==> config.mk <==
export PLATFORM = sky130hd
export DESIGN_NAME = writeback_queue
export DESIGN_NICKNAME = d
export VERILOG_FILES = /design/src/rtl/wb_pkg.sv /design/src/rtl/wb_fifo_2w2r.sv /design/src/rtl/writeback_queue.sv
export SDC_FILE = /design/constraint.sdc
export NUM_CORES = 1
export LEC_CHECK = 0
export CAP_MARGIN = 10
export CELL_PAD_IN_SITES_DETAIL_PLACEMENT = 0
export CELL_PAD_IN_SITES_GLOBAL_PLACEMENT = 2
export CORE_ASPECT_RATIO = 1.4
export CORE_MARGIN = 5
export CORE_UTILIZATION = 42
export CTS_CLUSTER_DIAMETER = 200
export DETAILED_ROUTE_END_ITERATION = 6
export GPL_ROUTABILITY_DRIVEN = 1
export PLACE_DENSITY_LB_ADDON = 0.1
export SLEW_MARGIN = 20
export SYNTH_ARGS = -nofsm -noshare
export SYNTH_HDL_FRONTEND = slang
export SYNTH_SLANG_ARGS = --single-unit
==> constraint.sdc <==
create_clock -name clock -period 5.9 [get_ports clock]
set_clock_uncertainty 0.1 [all_clocks]
set_input_delay 1.18 -clock clock [delete_from_list [all_inputs] [get_ports clock]]
set_output_delay 1.18 -clock clock [all_outputs]
set_load 0.005 [all_outputs]
==> src/rtl/wb_pkg.sv <==
// Shared types and constants for the writeback queue.
//   DATA_W / ADDR_W : result data width and register address width
//   NUM_REGS        : number of architectural registers (R0 hardwired to zero)
//   wb_entry_t      : one queued result {addr, data}
//   reg_onehot      : one-hot decode of a register address
package wb_pkg;

  localparam int DATA_W   = 16;
  localparam int ADDR_W   = 3;
  localparam int NUM_REGS = 2 ** ADDR_W;

  typedef struct packed {
    logic [ADDR_W-1:0] addr;
    logic [DATA_W-1:0] data;
  } wb_entry_t;

  function automatic logic [NUM_REGS-1:0] reg_onehot(input logic [ADDR_W-1:0] a);
    reg_onehot    = '0;
    reg_onehot[a] = 1'b1;
  endfunction

endpackage

==> src/rtl/wb_fifo_2w2r.sv <==
// Circular buffer with two write lanes and two read lanes.
//   clock, reset      : clock, async active-low reset
//   push_n            : entries written this edge (0..2); push0 first, then push1
//   pop_n             : entries removed from the head this edge (0..2)
//   head0, head1      : oldest and second-oldest entries (valid per count)
//   slot_valid        : per-slot occupancy
//   slot_addr         : destination address held in each slot
//   count             : occupied entries, 0..DEPTH
module wb_fifo_2w2r
  import wb_pkg::*;
#(
  parameter int DEPTH = 8
) (
  input  logic                   clock,
  input  logic                   reset,
  input  logic [1:0]             push_n,
  input  wb_entry_t              push0,
  input  wb_entry_t              push1,
  input  logic [1:0]             pop_n,
  output wb_entry_t              head0,
  output wb_entry_t              head1,
  output logic [DEPTH-1:0]       slot_valid,
  output logic [ADDR_W-1:0]      slot_addr [DEPTH],
  output logic [$clog2(DEPTH):0] count
);

  localparam int PTR_W = $clog2(DEPTH);
  localparam int CNT_W = PTR_W + 1;

  wb_entry_t        mem [DEPTH];
  logic [PTR_W-1:0] rd_ptr;
  logic [PTR_W-1:0] wr_ptr;

  always_ff @(posedge clock or negedge reset) begin
    if (!reset) begin
      rd_ptr <= '0;
      wr_ptr <= '0;
      count  <= '0;
    end else begin
      rd_ptr <= rd_ptr + PTR_W'(pop_n);
      wr_ptr <= wr_ptr + PTR_W'(push_n);
      count  <= count + CNT_W'(push_n) - CNT_W'(pop_n);
    end
  end

  // Storage needs no reset: occupancy is tracked solely by the pointers and count.
  always_ff @(posedge clock) begin
    if (push_n != 2'd0) mem[wr_ptr] <= push0;
    if (push_n == 2'd2) mem[wr_ptr + PTR_W'(1)] <= push1;
  end

  assign head0 = mem[rd_ptr];
  assign head1 = mem[rd_ptr + PTR_W'(1)];

  always_comb begin
    logic [PTR_W-1:0] off;
    off = '0;
    for (int i = 0; i < DEPTH; i++) begin
      off           = PTR_W'(i) - rd_ptr;
      slot_valid[i] = CNT_W'(off) < count;
      slot_addr[i]  = mem[i].addr;
    end
  end

endmodule

==> src/rtl/writeback_queue.sv <==
// In-order writeback buffer feeding a two-write-port register file.
//   clock, reset                     : clock, async active-low reset
//   in0_* / in1_*                    : up to two results per cycle, in0 older
//   in_ready                         : room for two results this cycle
//   wr_en0/addr0/data0, wr_en1/...   : registered register-file write ports
//   pending                          : registers with a write queued or on a port
//   count                            : occupied queue entries
// DATA_W / ADDR_W must match the widths in wb_pkg, which sizes the stored entries.
module writeback_queue #(
  parameter int DATA_W = wb_pkg::DATA_W,
  parameter int ADDR_W = wb_pkg::ADDR_W,
  parameter int DEPTH  = 8
) (
  input  logic                   clock,
  input  logic                   reset,
  input  logic                   in0_valid,
  input  logic [ADDR_W-1:0]      in0_addr,
  input  logic [DATA_W-1:0]      in0_data,
  input  logic                   in1_valid,
  input  logic [ADDR_W-1:0]      in1_addr,
  input  logic [DATA_W-1:0]      in1_data,
  output logic                   in_ready,
  output logic                   wr_en0,
  output logic [ADDR_W-1:0]      wr_addr0,
  output logic [DATA_W-1:0]      wr_data0,
  output logic                   wr_en1,
  output logic [ADDR_W-1:0]      wr_addr1,
  output logic [DATA_W-1:0]      wr_data1,
  output logic [2**ADDR_W-1:0]   pending,
  output logic [$clog2(DEPTH):0] count
);

  localparam int NUM_REGS = 2 ** ADDR_W;
  localparam int CNT_W    = $clog2(DEPTH) + 1;

  wb_pkg::wb_entry_t in0_e, in1_e, push0, push1, head0, head1;
  logic [ADDR_W-1:0] slot_addr [DEPTH];
  logic [DEPTH-1:0]  slot_valid;
  logic [1:0]        push_n, pop_n;
  logic              v0, v1, h0_valid, pair_ok;

  assign in_ready = reset && (count <= CNT_W'(DEPTH - 2));

  // Writes to R0 have no architectural effect, so they never take a slot.
  assign v0     = in0_valid && (in0_addr != '0);
  assign v1     = in1_valid && (in1_addr != '0);
  assign in0_e  = '{addr: in0_addr, data: in0_data};
  assign in1_e  = '{addr: in1_addr, data: in1_data};
  assign push_n = in_ready ? ({1'b0, v0} + {1'b0, v1}) : 2'd0;
  // Compact so a lone surviving result always lands in the first lane.
  assign push0  = v0 ? in0_e : in1_e;
  assign push1  = in1_e;

  // Same-address pair would hit undefined dual-port priority; issue the older one alone.
  assign h0_valid = (count != '0);
  assign pair_ok  = (count > CNT_W'(1)) && (head1.addr != head0.addr);
  assign pop_n    = !h0_valid ? 2'd0 : (pair_ok ? 2'd2 : 2'd1);

  wb_fifo_2w2r #(.DEPTH(DEPTH)) u_fifo (
    .clock      (clock),
    .reset      (reset),
    .push_n     (push_n),
    .push0      (push0),
    .push1      (push1),
    .pop_n      (pop_n),
    .head0      (head0),
    .head1      (head1),
    .slot_valid (slot_valid),
    .slot_addr  (slot_addr),
    .count      (count)
  );

  always_ff @(posedge clock or negedge reset) begin
    if (!reset) begin
      wr_en0   <= 1'b0;
      wr_addr0 <= '0;
      wr_data0 <= '0;
      wr_en1   <= 1'b0;
      wr_addr1 <= '0;
      wr_data1 <= '0;
    end else begin
      wr_en0   <= h0_valid;
      wr_addr0 <= h0_valid ? head0.addr : '0;
      wr_data0 <= h0_valid ? head0.data : '0;
      wr_en1   <= pair_ok;
      wr_addr1 <= pair_ok ? head1.addr : '0;
      wr_data1 <= pair_ok ? head1.data : '0;
    end
  end

  always_comb begin
    logic [NUM_REGS-1:0] p;
    p = '0;
    for (int i = 0; i < DEPTH; i++) begin
      if (slot_valid[i]) p = p | wb_pkg::reg_onehot(slot_addr[i]);
    end
    if (wr_en0) p = p | wb_pkg::reg_onehot(wr_addr0);
    if (wr_en1) p = p | wb_pkg::reg_onehot(wr_addr1);
    p[0]    = 1'b0;
    pending = p;
  end

endmodule
==> flow_metrics.tcl <==
set metrics [dict create \
    status "complete, no violations" \
    hold_depth 3 \
    via_count 8210 \
    worstPathRequired_ns 4.62 \
    overflow 0 \
    gp_congestion 0.902 \
    hold_end "wr_data1[3]" \
    hold_buffers 0 \
    clkTransAtPathRegs_ns 0.06 \
    synth_ff_type "edfxtp_1" \
    clock_sinks 202 \
    cts_setup_buffers 0 \
    crit_path_start_kind "flip-flop" \
    cap_violations 0 \
    worstPathArrival_ns 3.99 \
    finalSetupTns_ns 0 \
    grt_start_max_net_pins 51 \
    pin_count 95 \
    yosysWarnings 0 \
    whs_ns 0.642 \
    avgSynthCellArea_sq_um 13.5 \
    cts_buffer_depth 3 \
    grt_first_pass_wirelength_mm 56.2 \
    core_sq_mm 0.0284 \
    hold_viol_final 0 \
    p_total_uw 7280 \
    cts_tree "yes" \
    cts_buffers 21 \
    ys_ff_latch 202 \
    drive_gt1_share_pct 30.5 \
    h-tree-depth 1 \
    root_buffer "clkbuf_16" \
    worstHoldStart "u_fifo.mem[2][3]" \
    first_iter_violations 502 \
    syn_inst 896 \
    die_h_um 211 \
    hold_path_class "reg2reg" \
    r2r_end "u_fifo.count[3]" \
    nNetsFinal 1056 \
    antenna_found_initial 0 \
    drt-total-wl_mm 37.7 \
    grt_pass1_vias 8814 \
    die_width_um 153 \
    tightest_slew_ns 0.898 \
    worstSetupEndpointType "output port" \
    p_leak_uw 0.00518 \
    setup_viol 0 \
    dr.pass1.iters 5 \
    async_reset_ff_share_pct 24.8 \
    synth-edff-count 152 \
    grt_util_all_layers_pct 23.2 \
    syn_to_final_growth_pct 16.8 \
    irDropWorstVdd_v 0.000244 \
    wl_per_cell_um 27.4 \
    die-area_sq_mm 0.0323 \
    slew_viol_final 0 \
    rows 73 \
    power.density_mw_per_mm2 515 \
    ant_nets 0 \
    syn-cell-area_sq_mm 0.0121 \
    maxSlewHeadroom_pct 40.2 \
    final.min_clock_period_ns 5.27 \
    ctsResizeCount 0 \
    r2r_setup_slack_ns 1.23 \
    initial_core_util_pct 42.5 \
    final_util_pct 49.7 \
    drt_drc_violations_left 0 \
    syn_nets 966 \
    yosysSeqAreaShare_pct 48.1 \
    fin_crit_sh_pct 89.4 \
    clock.fmax_ghz 0.190 \
    clock_latency_ns 0.52 \
    rsz0062_at_grt "no" \
    viasPerCell 5.97 \
    dp_hpwl_mm 25.4 \
    ys_types 64 \
    port_buffers 93 \
    path_class "reg2out" \
    diodes 0 \
    worstReg2RegStart "u_fifo.rd_ptr[0]" \
    crit_fanout 22 \
    ff2ff_path_depth 15 \
]
-- area by class of cell --
class	count	area (sq um)
clock buffers	29	586
flip-flops and latches	202	5820
repair buffers	123	1160
multi-input cells	602	5870
fillers	2476	14300
inverters	36	135
well taps	375	469
clock inverters	9	71.3
-- registers in the layout (all words and copies together), names as in the netlist --
register	flops
u_fifo.rd_ptr	3
wr_data0	16
wr_en0	1
u_fifo.count	4
wr_addr0	3
u_fifo.wr_ptr	3
wr_addr1	3
u_fifo.mem	152
wr_data1	16
wr_en1	1
-- power breakdown --
group | internal [uW] | total, uW | switching, uW
logic | 1800 | 3910 | 2110
clock network | 739 | 1290 | 556
registers | 1860 | 2070 | 214
total | 4390 | 7280 | 2880
-- per-stage QoR --
stage               std cells  area, sq um  setup slack (ns)
floorplan                 896        12100              1.08
global placement         1338        13500              1.08
detailed placement       1338        13500              1.11
CTS                      1376        14100             0.566
global route             1376        14100             0.336
finish                   1376        14100             0.628
-- how the worst max path moves through the flow --
| stage | slack [ns] | startpoint | cells after the start | endpoint |
|---|---|---|---|---|
| after floorplan | 1.08 | u_fifo.rd_ptr[1] | 13 | pending[1] |
| after global placement | 1.08 | u_fifo.rd_ptr[0] | 11 | pending[5] |
| after detailed placement | 1.11 | u_fifo.rd_ptr[0] | 11 | pending[5] |
| after CTS | 0.57 | u_fifo.rd_ptr[0] | 11 | pending[5] |
| after global routing | 0.34 | u_fifo.rd_ptr[0] | 11 | pending[1] |
| final | 0.63 | u_fifo.rd_ptr[0] | 11 | pending[5] |
-- cell usage after synthesis (all sizes together) (12+ instances only) --
cell      n  share of area [%]
edfxtp  152                 38
mux2    146                 14
nand2   114                3.6
mux4     76                 14
dfrtp    50                 10
nor2     46                1.7
buf      44                2.5
inv      35                1.1
ha       24                2.5
a21oi    23               0.95
mux2i    23                1.9
nand2b   14               0.72
o21ai    14               0.58
clkbuf   12               0.37
-- kinds of logic (layout without fill, tap and decap cells) --
kind of cell,after synthesis,in the layout,share of synthesized area [%]
fa+ha+maj,28,28,3.15
buf+inv,92,197,4.03
compound gates,91,91,5.14
simple gates,225,225,8.99
flops,202,202,48.1
xor+xnor,12,12,0.870
mux,245,245,29.7
other cells,1,1,0.0310
-- routing by layer --
layer  wire length [um]  track usage (%)  share of wire (%)
met4               1580             9.11                4.2
met5                  0                0                  0
met2              20300             43.6                 54
met1              13900             27.1                 37
met3               1800             2.79                4.8
-- worst max-delay path, cell delays in order (launching register included) --
cell and delay (ns):
dfrtp_4 0.43, inv_1 0.11, ha_2 0.34, buf_4 0.38, inv_1 0.09, ha_1 0.29, a21o_1 0.21, a21oi_1 0.42
o21bai_1 0.17, o2111ai_1 0.34, or3_1 0.16, clkdlybuf4s50_1 0.54
-- cells in the final DEF (no fill, tap or decap), drive strengths merged, types with 6 or more instances in the layout --
| master | netlist | final |
|---|---|---|
| xnor2 | 7 | 7 |
| clkdlybuf4s50 | 0 | 92 |
| ha | 24 | 24 |
| edfxtp | 152 | 152 |
| o2111ai | 7 | 7 |
| nand2 | 114 | 114 |
| nor2 | 46 | 46 |
| nor3 | 10 | 10 |
| nand4 | 6 | 6 |
| a21oi | 23 | 23 |
| a31oi | 9 | 9 |
| clkinv | 1 | 8 |
| o22ai | 7 | 7 |
| dfrtp | 50 | 50 |
| mux2i | 23 | 23 |
| mux4 | 76 | 76 |
| o21ai | 14 | 14 |
| buf | 44 | 31 |
| clkbuf | 12 | 29 |
| inv | 35 | 36 |
| nand2b | 14 | 14 |
| mux2 | 146 | 146 |
| or3 | 11 | 11 |
No activity file was read; power rests on OpenSTA's default activity.
